## src/rtl/lsu_ctrl.sv

```systemverilog
`default_nettype none
// ============================================================================
// lsu_ctrl : load/store sequencer in front of the data memory; splits
//            misaligned half/word accesses into byte accesses.
// Revision  : 1.0
// ============================================================================
module lsu_ctrl #(
    parameter int RD_LATENCY     = 1,
    parameter int ALLOW_MISALIGN = 1
) (
    input  logic        clk,
    input  logic        rstn,
    input  logic        req_valid,
    output logic        req_ready,
    input  logic        req_we,
    input  logic [2:0]  req_memop,
    input  logic [31:0] req_addr,
    input  logic [31:0] req_wdata,
    output logic        resp_valid,
    output logic [31:0] resp_rdata,
    output logic        resp_err,
    output logic [31:0] mem_addr,
    output logic [2:0]  mem_memop,
    output logic [31:0] mem_datain,
    output logic        mem_we,
    input  logic [31:0] mem_dataout
);

    typedef enum logic [2:0] {
        S_IDLE   = 3'd0,
        S_ACCESS = 3'd1,
        S_WAIT   = 3'd2,
        S_NEXT   = 3'd3,
        S_RESP   = 3'd4
    } state_t;

    localparam logic [1:0] c_WAIT_INIT = 2'(RD_LATENCY - 1);

    state_t      r_state;
    logic        r_we;
    logic        r_split;
    logic [2:0]  r_memop;
    logic [31:0] r_addr;
    logic [31:0] r_wdata;
    logic [1:0]  r_idx;
    logic [1:0]  r_last;
    logic [1:0]  r_wcnt;
    logic [31:0] r_asm;

    logic        w_accept;
    logic        w_illegal;
    logic        w_misalign;
    logic        w_reject;
    logic [1:0]  w_next_idx;
    logic [31:0] w_load_data;

    assign w_accept   = req_valid && req_ready;
    assign w_illegal  = (req_memop == 3'b011) || (req_memop[2:1] == 2'b11) ||
                        (req_we && req_memop[2]);
    assign w_misalign = ((req_memop[1:0] == 2'b01) && req_addr[0]) ||
                        ((req_memop[1:0] == 2'b10) && (req_addr[1:0] != 2'b00));
    assign w_reject   = w_illegal || (w_misalign && (ALLOW_MISALIGN == 0));
    assign w_next_idx = r_idx + 2'd1;

    // Aligned loads come back already extended by the memory; only split
    // halfwords need extension here (split words use all 32 assembled bits).
    always_comb begin
        w_load_data = r_asm;
        if (r_split && (r_memop[1:0] == 2'b01)) begin
            w_load_data = r_memop[2] ? {16'h0000, r_asm[15:0]}
                                     : {{16{r_asm[15]}}, r_asm[15:0]};
        end
    end

    always_ff @(posedge clk or negedge rstn) begin
        if (!rstn) begin
            r_state    <= S_IDLE;
            r_we       <= 1'b0;
            r_split    <= 1'b0;
            r_memop    <= 3'b000;
            r_addr     <= 32'h0;
            r_wdata    <= 32'h0;
            r_idx      <= 2'd0;
            r_last     <= 2'd0;
            r_wcnt     <= 2'd0;
            r_asm      <= 32'h0;
            req_ready  <= 1'b1;
            resp_valid <= 1'b0;
            resp_rdata <= 32'h0;
            resp_err   <= 1'b0;
            mem_addr   <= 32'h0;
            mem_memop  <= 3'b010;
            mem_datain <= 32'h0;
            mem_we     <= 1'b0;
        end else begin
            resp_valid <= 1'b0;
            resp_err   <= 1'b0;
            resp_rdata <= 32'h0;
            mem_we     <= 1'b0;
            case (r_state)
                S_IDLE: begin
                    if (w_accept) begin
                        r_we      <= req_we;
                        r_memop   <= req_memop;
                        r_addr    <= req_addr;
                        r_wdata   <= req_wdata;
                        r_split   <= w_misalign;
                        r_last    <= (req_memop[1:0] == 2'b10) ? 2'd3 : 2'd1;
                        r_idx     <= 2'd0;
                        r_asm     <= 32'h0;
                        req_ready <= 1'b0;
                        if (w_reject) begin
                            r_state    <= S_RESP;
                            resp_valid <= 1'b1;
                            resp_err   <= 1'b1;
                        end else begin
                            r_state    <= S_ACCESS;
                            mem_addr   <= req_addr;
                            mem_we     <= req_we;
                            mem_memop  <= w_misalign ? 3'b100 : req_memop;
                            mem_datain <= w_misalign ? {24'h0, req_wdata[7:0]} : req_wdata;
                        end
                    end
                end
                S_ACCESS: begin
                    r_wcnt  <= c_WAIT_INIT;
                    r_state <= r_we ? S_NEXT : S_WAIT;
                end
                S_WAIT: begin
                    if (r_wcnt == 2'd0) begin
                        if (r_split) begin
                            r_asm[{r_idx, 3'b000} +: 8] <= mem_dataout[7:0];
                        end else begin
                            r_asm <= mem_dataout;
                        end
                        r_state <= S_NEXT;
                    end else begin
                        r_wcnt <= r_wcnt - 2'd1;
                    end
                end
                S_NEXT: begin
                    if (r_split && (r_idx != r_last)) begin
                        r_idx      <= w_next_idx;
                        mem_addr   <= r_addr + {30'h0, w_next_idx};
                        mem_memop  <= 3'b100;
                        mem_datain <= {24'h0, r_wdata[{w_next_idx, 3'b000} +: 8]};
                        mem_we     <= r_we;
                        r_state    <= S_ACCESS;
                    end else begin
                        resp_valid <= 1'b1;
                        resp_rdata <= r_we ? 32'h0 : w_load_data;
                        r_state    <= S_RESP;
                    end
                end
                S_RESP: begin
                    req_ready <= 1'b1;
                    r_state   <= S_IDLE;
                end
                default: begin
                    req_ready <= 1'b1;
                    r_state   <= S_IDLE;
                end
            endcase
        end
    end

endmodule
`default_nettype wire

```

## config.mk

```make
export PLATFORM = sky130hd
export DESIGN_NAME = lsu_ctrl
export DESIGN_NICKNAME = d
export VERILOG_FILES = /design/src/rtl/lsu_ctrl.sv
export SDC_FILE = /design/constraint.sdc
export NUM_CORES = 1
export LEC_CHECK = 0
export CAP_MARGIN = 10
export CORE_ASPECT_RATIO = 1.25
export CORE_MARGIN = 2
export CORE_UTILIZATION = 53
export CTS_BUF_LIST = sky130_fd_sc_hd__clkbuf_2
export DETAILED_ROUTE_END_ITERATION = 6
export GPL_TIMING_DRIVEN = 0
export PLACE_DENSITY_LB_ADDON = 0.12
export SLEW_MARGIN = 30
export SYNTH_ARGS = -nofsm -noshare
export SYNTH_HDL_FRONTEND = slang
export SYNTH_SLANG_ARGS = --single-unit
```

## constraint.sdc

```tcl
create_clock -name clk -period 4 [get_ports clk]
set_input_delay 0.6 -clock clk [delete_from_list [all_inputs] [get_ports clk]]
set_output_delay 0.6 -clock clk [all_outputs]
set_load 0.05 [all_outputs]
```

==> results of run 1 <==
stage by stage:
stage	TNS [ns]	setup slack, ns	cell area [sq um]
after floorplan	0	1.22	9650
after global placement	-1402.50	-6.62	12000
after detailed placement	0	0.642	12100
after CTS	0	0.627	12500
after global routing	0	0.359	12500
final	0	0.557	12500
critical path, stage by stage, from the launching register on:
cell	delay [ns]
dfrtp_1	0.41
clkbuf_1	0.33
inv_1	0.19
ha_1	0.43
ha_1	0.30
a21oi_1	0.47
nor2_1	0.26
and3_1	0.30
a311o_1	0.37
a32o_1	0.25
flip-flops by register name (all words and copies together), names as in the netlist, 2 cells and up:
signal      flops
mem_addr       32
mem_datain     32
r_addr         32
r_asm          32
r_wdata        32
resp_rdata     32
mem_memop       3
r_memop         3
r_state         3
r_idx           2
r_last          2
r_wcnt          2
power breakdown:
part           total [uW]  internal (uW)  leakage (uW)  switching [uW]
logic                4740           1680       0.00272            3060
registers            3560           2980       0.00275             579
clock network        1360            482      0.000335             878
total                9660           5140       0.00581            4520
path summary, 6_finish.rpt:
kind	startpoint	to	slack, ns	cells after the start
min in group clk	req_addr[10]	r_addr[10]	0.32	3
max reg2reg	r_idx[0]	mem_addr[29]	0.56	9
max	r_idx[0]	mem_addr[29]	0.56	9
max in group asynchronous	rstn	req_ready	2.83	4
min reg2reg	mem_memop[1]	mem_memop[1]	0.47	2
min	rstn	resp_rdata[21]	0.26	2
cells by family (layout without fill, tap and decap cells):
| logic type | after synthesis | count (layout) | synth area share |
|---|---|---|---|
| AND/OR/NAND/NOR | 492 | 492 | 0.221 |
| flip-flops | 213 | 213 | 0.552 |
| AO/OA/AOI/OAI | 171 | 171 | 0.131 |
| buffers and inverters | 72 | 374 | 0.0346 |
| XOR/XNOR | 28 | 28 | 0.0254 |
| multiplexers | 14 | 14 | 0.0249 |
| adder cells (fa/ha/maj) | 8 | 8 | 0.0111 |
| other | 0 | 2 | 0 |
cell type report:
type	count	area (sq um)
multi-input combinational	713	3990
tap	228	285
sequential	213	5330
buffer	63	300
clock buffer	71	355
timing repair buffer	209	2150
inverter	9	33.8
clock inverter	22	82.6
fill	1428	5430
antenna	2	5.00
Yosys cell counts, types with 6 or more instances:
library cell / instances / area share
nand2_1: 343 / 0.13
dfrtp_1: 211 / 0.55
nand3_1: 49 / 0.025
clkbuf_1: 36 / 0.014
nor2_1: 35 / 0.014
a22oi_1: 29 / 0.023
o31ai_1: 29 / 0.023
o21ai_0: 19 / 0.0099
and2_1: 18 / 0.012
o21a_1: 18 / 0.014
xor2_1: 17 / 0.015
nand4_1: 14 / 0.0091
a21oi_1: 13 / 0.0067
buf_2: 12 / 0.0062
a31oi_1: 11 / 0.0071
xnor2_1: 11 / 0.010
o211ai_1: 9 / 0.0070
o21ai_1: 9 / 0.0047
inv_1: 8 / 0.0031
mux4_2: 8 / 0.019
buf_1: 7 / 0.0027
ha_1: 7 / 0.0091
mux2i_1: 6 / 0.0062
per-layer routing:
metal	track usage	vias up
li1	-	3964
met1	0.350	4006
met2	0.455	336
met3	0.0591	86
met4	0.143	0
met5	0	-
==> impl_metrics.ini, run 1 <==
[outcome]
status = completed

[clock_tree]
clock_tree.root_cell = clkbuf_2
clock_latency_ns = 0.83
cts_setup_buffers = 0
clk_pin_slew_worst_paths_ns = 0.12
cts_buffer_depth = 3
htreeDepth = 2
cts_made_buffers = 52
cts_tree = done
cts_resized = 0
cts_sinks = 213
hold_buffers = 1

[synthesis]
async_flop_share = 1.00
netlist_area_sq_um = 9650
synth-edff-count = 0
ys_warn_count = 0
syn_avg_cell_area_sq_um = 9.67
syn-num-nets = 1109
synth-seq-cells = 213
yosysSeqAreaShare = 0.552
syn_inst = 998
ys.flop_type = dfrtp_1
ys_types = 62

[final_layout]
fin_nets = 1372
fin_util = 0.698
drive_above_1_share = 0.0946
mostFrequentLayoutCell = nand2_1
syn2layout_area_growth_pct = 29.9
layout_common_cells = nand2_1, dfrtp_1, clkdlybuf4s50_1
fin_cells = 1530

[power]
p_total_uw = 9660
p_per_area_nw_per_um2 = 771
ir_drop_mv = 0.552
power.leakage_uw = 0.00581

[timing]
hold_violations = 0
slew_headroom = 0.461
fmax_ghz = 0.290
post-route-min-period_ns = 3.44
finClkSkew_ns = 0.0508
worstMarginPinSlew_ns = 0.806
fin_hold_ws_ns = 0.258
rsz0062_at_grt = no
setup_violations = 0
post-route-period-util = 0.861
drv_slew = 0

[floorplan]
core_sq_um = 18000
die_x_microns = 125
initial_core_util = 0.537
io_pins = 206
row_count = 55
die_y_microns = 155
dieArea_sq_um = 19300

[grt]
grt_pass1_wl_microns = 42800
grt_pass1_vias = 8491
grt_use_total = 0.277
grt_max_degree = 70
grt_overflow = 0
antenna_found_initial = 1

[hold_path]
hold_class = input pin to asynchronous set/reset pin

[detailed_routing]
drc = 0
drtPass1Iterations = 5
routedWlPerCell_microns = 17.5
num_vias = 8392
wl_met1_microns = 10800
dr.max_layer_used = met4
drt_iter0_drc = 487
finalWirelength_microns = 26800
drtAntennaViolNets = 0
route.met3.wl_microns = 1880
via_per_inst = 5.48
wl_met2_microns = 12900

[placement]
dp_hpwl_microns = 19300
io_buffers = 205
gp_congestion = 0.866
place_inst = 1434

[critical_path]
crit_type = register to register
cp.required_ns = 4.69
cp-end-kind = register
crit_path_start_kind = register
path_max_fanout = 6
cp.arrival_ns = 4.13

[flow_run]
max_cap_viol_count = 0
No activity file was read; power rests on OpenSTA's default activity.
==> run 2: changes to the inputs <==
- ABC_CLOCK_PERIOD_IN_PS: not set -> 4000
- CELL_PAD_IN_SITES_DETAIL_PLACEMENT: not set -> 2
- CELL_PAD_IN_SITES_GLOBAL_PLACEMENT: not set -> 2
- CORE_UTILIZATION: 53 -> 32
==> run 2 against run 1 <==
Effect of this change: die area is 63% higher; core utilization is 27 points lower; power is 4.4% higher; design area is 2.1% higher; non-clock buffer count is 1 lower; final cell count is 12% higher; largest cell class unchanged; maximum frequency is 0.29% lower; sequential share of layout area is 0.86 points lower; clock power is 15% higher; sequential power hardly changed; clock skew is 0.00058 ns higher.
==> impl_metrics.ini, run 2 (synthesis gave the netlist of run 1 again) <==
[outcome]
status = completed

[power]
pwr-share-comb = 0.489
cellInternalPower_uw = 5270
ir_drop_mv = 0.368
p_clk_frac = 0.156
p_switching_uw = 4820
p_total_uw = 10100
power.leakage_uw = 0.00587
swShare = 0.478
p_per_area_nw_per_um2 = 789
p_seq_frac = 0.355

[placement]
io_buffers = 205
gp_congestion = 0.784
dp_hpwl_microns = 25500
dpl_worst_slack_ns = 0.529

[timing]
post-route-period-util = 0.863
finClkSkew_ns = 0.0513
post-route-min-period_ns = 3.45
fmax_ghz = 0.290
worstMarginPinSlew_ns = 0.906
setup_slack_ns = 0.547
final.setup.tns_ns = 0
hold_violations = 0
setup_violations = 0
slew_headroom = 0.393
rsz0062_at_grt = no
drv_slew = 0

[grt]
grt_pass1_vias = 9721
antenna_found_initial = 1
grt_max_degree = 80
grt_use_total = 0.226
grt_overflow = 0
grt_pass1_wl_microns = 55300

[detailed_routing]
drt_iter0_drc = 304
finalWirelength_microns = 34900
via_per_inst = 5.03
drtPass1Iterations = 4
routedWlPerCell_microns = 20.4
drc = 0
num_vias = 8607
drtAntennaViolNets = 0

[floorplan]
row_count = 71
dieArea_sq_um = 31600
core_sq_um = 29900
io_pins = 206
die_x_microns = 159
die_y_microns = 198
initial_core_util = 0.322

[clock_tree]
clk_pin_slew_worst_paths_ns = 0.11
htreeDepth = 2
clock_tree.root_cell = clkbuf_2
cts_buffer_depth = 3
cts_resized = 0
cts_sinks = 213
clock_latency_ns = 0.91
cts_tree = done
cts_setup_buffers = 0
cts_made_buffers = 57

[final_layout]
fin_nets = 1376
syn2layout_area_growth_pct = 32.5
mostFrequentLayoutCell = nand2_1
layout_common_cells = nand2_1, dfrtp_1, clkdlybuf4s50_1
drive_above_1_share = 0.112

[critical_path]
cp-startpoint = r_idx[0]
crit_type = register to register
cp.arrival_ns = 4.22
cp-end-kind = register
cp.required_ns = 4.77
crit_path_start_kind = register
path_max_fanout = 6
r2r-start = r_idx[0]

[hold_path]
hold_class = input pin to asynchronous set/reset pin

[flow_run]
max_cap_viol_count = 0
-- run 2: cell types whose count changed in the layout (fill, tap and decap cells not counted) --
| cell | previous run | this run |
|---|---|---|
| clkbuf_2 | 71 | 94 |
| clkinv_1 | 20 | 5 |
| buf_16 | 3 | 2 |
| clkinv_2 | 0 | 1 |
| clkinvlp_4 | 0 | 1 |
| diode_2 | 2 | 1 |
-- run 2: layout make-up --
class / instances / area (sq um)
Inverter: 9 / 33.8
Multi-Input combinational cell: 713 / 3990
Antenna cell: 1 / 2.50
Fill cell: 3345 / 17100
Buffer: 63 / 300
Clock inverter: 9 / 38.8
Tap cell: 401 / 502
Sequential cell: 213 / 5330
Timing Repair Buffer: 208 / 2120
Clock buffer: 94 / 470
-- run 2: routing by layer --
| layer | track usage | wire (microns) | vias to the layer above |
|---|---|---|---|
| met3 | 0.0440 | 1530 | 78 |
| met5 | 0 | 0 | - |
| met2 | 0.405 | 17500 | 239 |
| li1 | - | - | 3962 |
| met4 | 0.0875 | 1290 | 0 |
| met1 | 0.268 | 14500 | 4328 |
-- run 2: final timing paths --
path / slack (ns) / to / cells after the start
setup / recovery: 0.55 / mem_addr[27] / 9
hold / removal: 0.21 / r_asm[20] / 2
setup reg to reg: 0.55 / mem_addr[27] / 9
hold reg to reg: 0.48 / mem_memop[1] / 2
max in group asynchronous: 2.91 / r_addr[20] / 3
min in group clk: 0.26 / r_wdata[14] / 3
-- run 2: power by group through the flow --
stage / clock (uW) / sequential, uW / combinational (uW)
after floorplan: 0 / 4580 / 2140
after global placement: 0 / 3600 / 4850
after detailed placement: 0 / 3630 / 4990
after CTS: 1650 / 3600 / 5020
after global routing: 1730 / 3700 / 5380
final: 1570 / 3590 / 4930
-- run 2: repair_timing --
action | 4_1_cts | 5_1_grt
endpoints found under the setup margin | 0 | 0
hold buffers | 1 | 0
hold endpoints to repair | 59 | 0
-- run 2: metrics by stage --
stage	cell area (sq um)	cells	hold slack, ns	util
2_1_floorplan	9650	998	0.304	-
3_3_place_gp	12200	1604	0.442	0.408
3_5_place_dp	12300	1606	0.464	0.410
4_1_cts	12800	1710	0.163	0.427
5_1_grt	12800	1711	0.198	0.427
6_report	12800	1711	0.212	0.427
-- run 2: worst max-delay path, cell delays in order, from the launching register on --
cell and delay (ns):
dfrtp_1 0.39, clkbuf_1 0.33, inv_1 0.19, ha_1 0.44
ha_1 0.31, a21oi_1 0.45, nor2_1 0.28, and3_1 0.33
a311o_1 0.37, a32o_1 0.25
==> run 3: changes to the inputs <==
- CORE_UTILIZATION: 32 -> 40
- DONT_BUFFER_PORTS: not set -> 1
- PLACE_DENSITY: not set -> 0.79
- PLACE_DENSITY_LB_ADDON: 0.12 -> not set
==> run 3 against run 2 <==
Effect of this change: the run now ends with negative hold slack left; final cell count fell by 12%; sequential share of layout area rose by 5.3 points; worst setup slack got worse by 0.18 ns; power fell by 6.3%; global-route usage rose by 6.5 points; maximum frequency fell by 5.0%; core utilization rose by 5.1 points; clock skew rose by 0.036 ns; critical path depth did not move; sequential power rose by 35%.
==> impl_metrics.ini, run 3 (synthesis gave the netlist of run 1 again) <==
[outcome]
status = complete, but fails checks
violations = negative hold slack

[timing]
post-route-period-util = 0.908
worstMarginPinSlew_ns = 0.889
setup_slack_ns = 0.367
rsz0062_at_grt = no
fmax_ghz = 0.275
finClkSkew_ns = 0.0876
post-route-min-period_ns = 3.63
drv_slew = 0
slew_headroom = 0.405
hold_violations = 213
final.setup.tns_ns = 0
fin_hold_ws_ns = -0.546
setup_violations = 0

[critical_path]
crit_family = compound AO/OA/AOI/OAI gates
crit_top_cell = ha_1
cpPeakStageDelay_ns = 0.51
crit_type = register to register
cp.arrival_ns = 4.34
rr_worst_depth = 9
crit_path_start_kind = register
path_max_fanout = 6
crit_chain = clkbuf_1 -> inv_1 -> ha_1 -> ha_1 -> a21oi_1 -> nor2_1 -> and3_1 -> a311o_1 -> a32o_1
r2r_slack_ns = 0.37
cp-end-kind = register
cp.required_ns = 4.71
rr_endpoint = mem_addr[27]
r2r-start = r_idx[0]
crit_buf_inv = 2
worst_path_max_delay_cell = a21oi_1

[flow_run]
max_cap_viol_count = 0

[clock_tree]
clock_latency_ns = 0.87
cts_buffer_depth = 3
cts_resized = 0
cts_sinks = 213
cts_setup_buffers = 0
clock_tree.root_cell = clkbuf_2
clk_pin_slew_worst_paths_ns = 0.12
cts_made_buffers = 56
hold_buffers = 82
htreeDepth = 2
cts_tree = done

[floorplan]
io_pins = 206
initial_core_util = 0.407
die_x_microns = 143
die_y_microns = 178
row_count = 63
core_sq_um = 23700
dieArea_sq_um = 25400

[grt]
grt_overflow = 0
grt_pass1_vias = 9768
antenna_found_initial = 1
grt_max_degree = 214
grt_use_total = 0.291
grt_pass1_wl_microns = 56300

[final_layout]
drive_above_1_share = 0.113
multiInputGateArea_sq_um = 3990
fill_cells = 2567
fin_nets = 1249
syn2layout_area_growth_pct = 17.5
fin_util = 0.478
ff_latch_area_sq_um = 5330
layout_common_cells = nand2_1, dfrtp_1, clkbuf_2
mostFrequentLayoutCell = nand2_1
fin_cells = 1500

[detailed_routing]
num_vias = 8348
finalWirelength_microns = 36000
routedWlPerCell_microns = 24.0
via_per_inst = 5.57
drt_iter0_drc = 404
drc = 0
drtPass1Iterations = 4
drtAntennaViolNets = 0

[power]
p_per_area_nw_per_um2 = 834
ir_drop_mv = 0.415
power.leakage_uw = 0.00537
p_total_uw = 9460

[hold_path]
hold_class = input pin to asynchronous set/reset pin

[placement]
dpl_worst_slack_ns = 0.424
place_inst = 1323
gp_congestion = 0.786
dp_hpwl_microns = 22600
io_buffers = 0
[run 3: final cells by class]
type	count	share of cell area
Sequential cell	213	0.470
Multi-Input combinational cell	713	0.352
Timing Repair Buffer	82	0.0723
Clock buffer	85	0.0375
Tap cell	325	0.0358
Buffer	63	0.0265
Clock inverter	9	0.00298
Inverter	9	0.00298
Antenna cell	1	0.000221
[run 3: how the worst max path moves through the flow]
stage / cells after the start / to / startpoint / slack [ns]
6_report: 9 / mem_addr[27] / r_idx[0] / 0.37
5_1_grt: 9 / mem_addr[27] / r_idx[0] / 0.15
4_1_cts: 9 / mem_addr[27] / r_idx[0] / 0.42
3_5_place_dp: 9 / mem_addr[27] / r_idx[0] / 0.42
3_3_place_gp: 9 / mem_addr[27] / r_idx[0] / 0.54
2_1_floorplan: 9 / mem_addr[27] / r_idx[0] / 1.22
[run 3: through the flow]
step | instance area, sq um | hold WS, ns
CTS | 11300 | -0.659
global route | 11300 | -0.666
finish | 11300 | -0.546
floorplan | 9650 | 0.304
detailed placement | 10100 | 0.310
global placement | 10100 | 0.309
[run 3: routing by layer]
layer | vias up | share of wire | GRT usage
met3 | 85 | 0.053 | 0.0680
met4 | 0 | 0.034 | 0.113
li1 | 3708 | - | -
met2 | 252 | 0.54 | 0.539
met5 | - | 0 | 0
met1 | 4303 | 0.37 | 0.318
[run 3: report_power, final]
group	switching (uW)	total, uW	internal (uW)
sequential	1890	4850	2960
clock	953	1510	553
combinational	1980	3100	1120
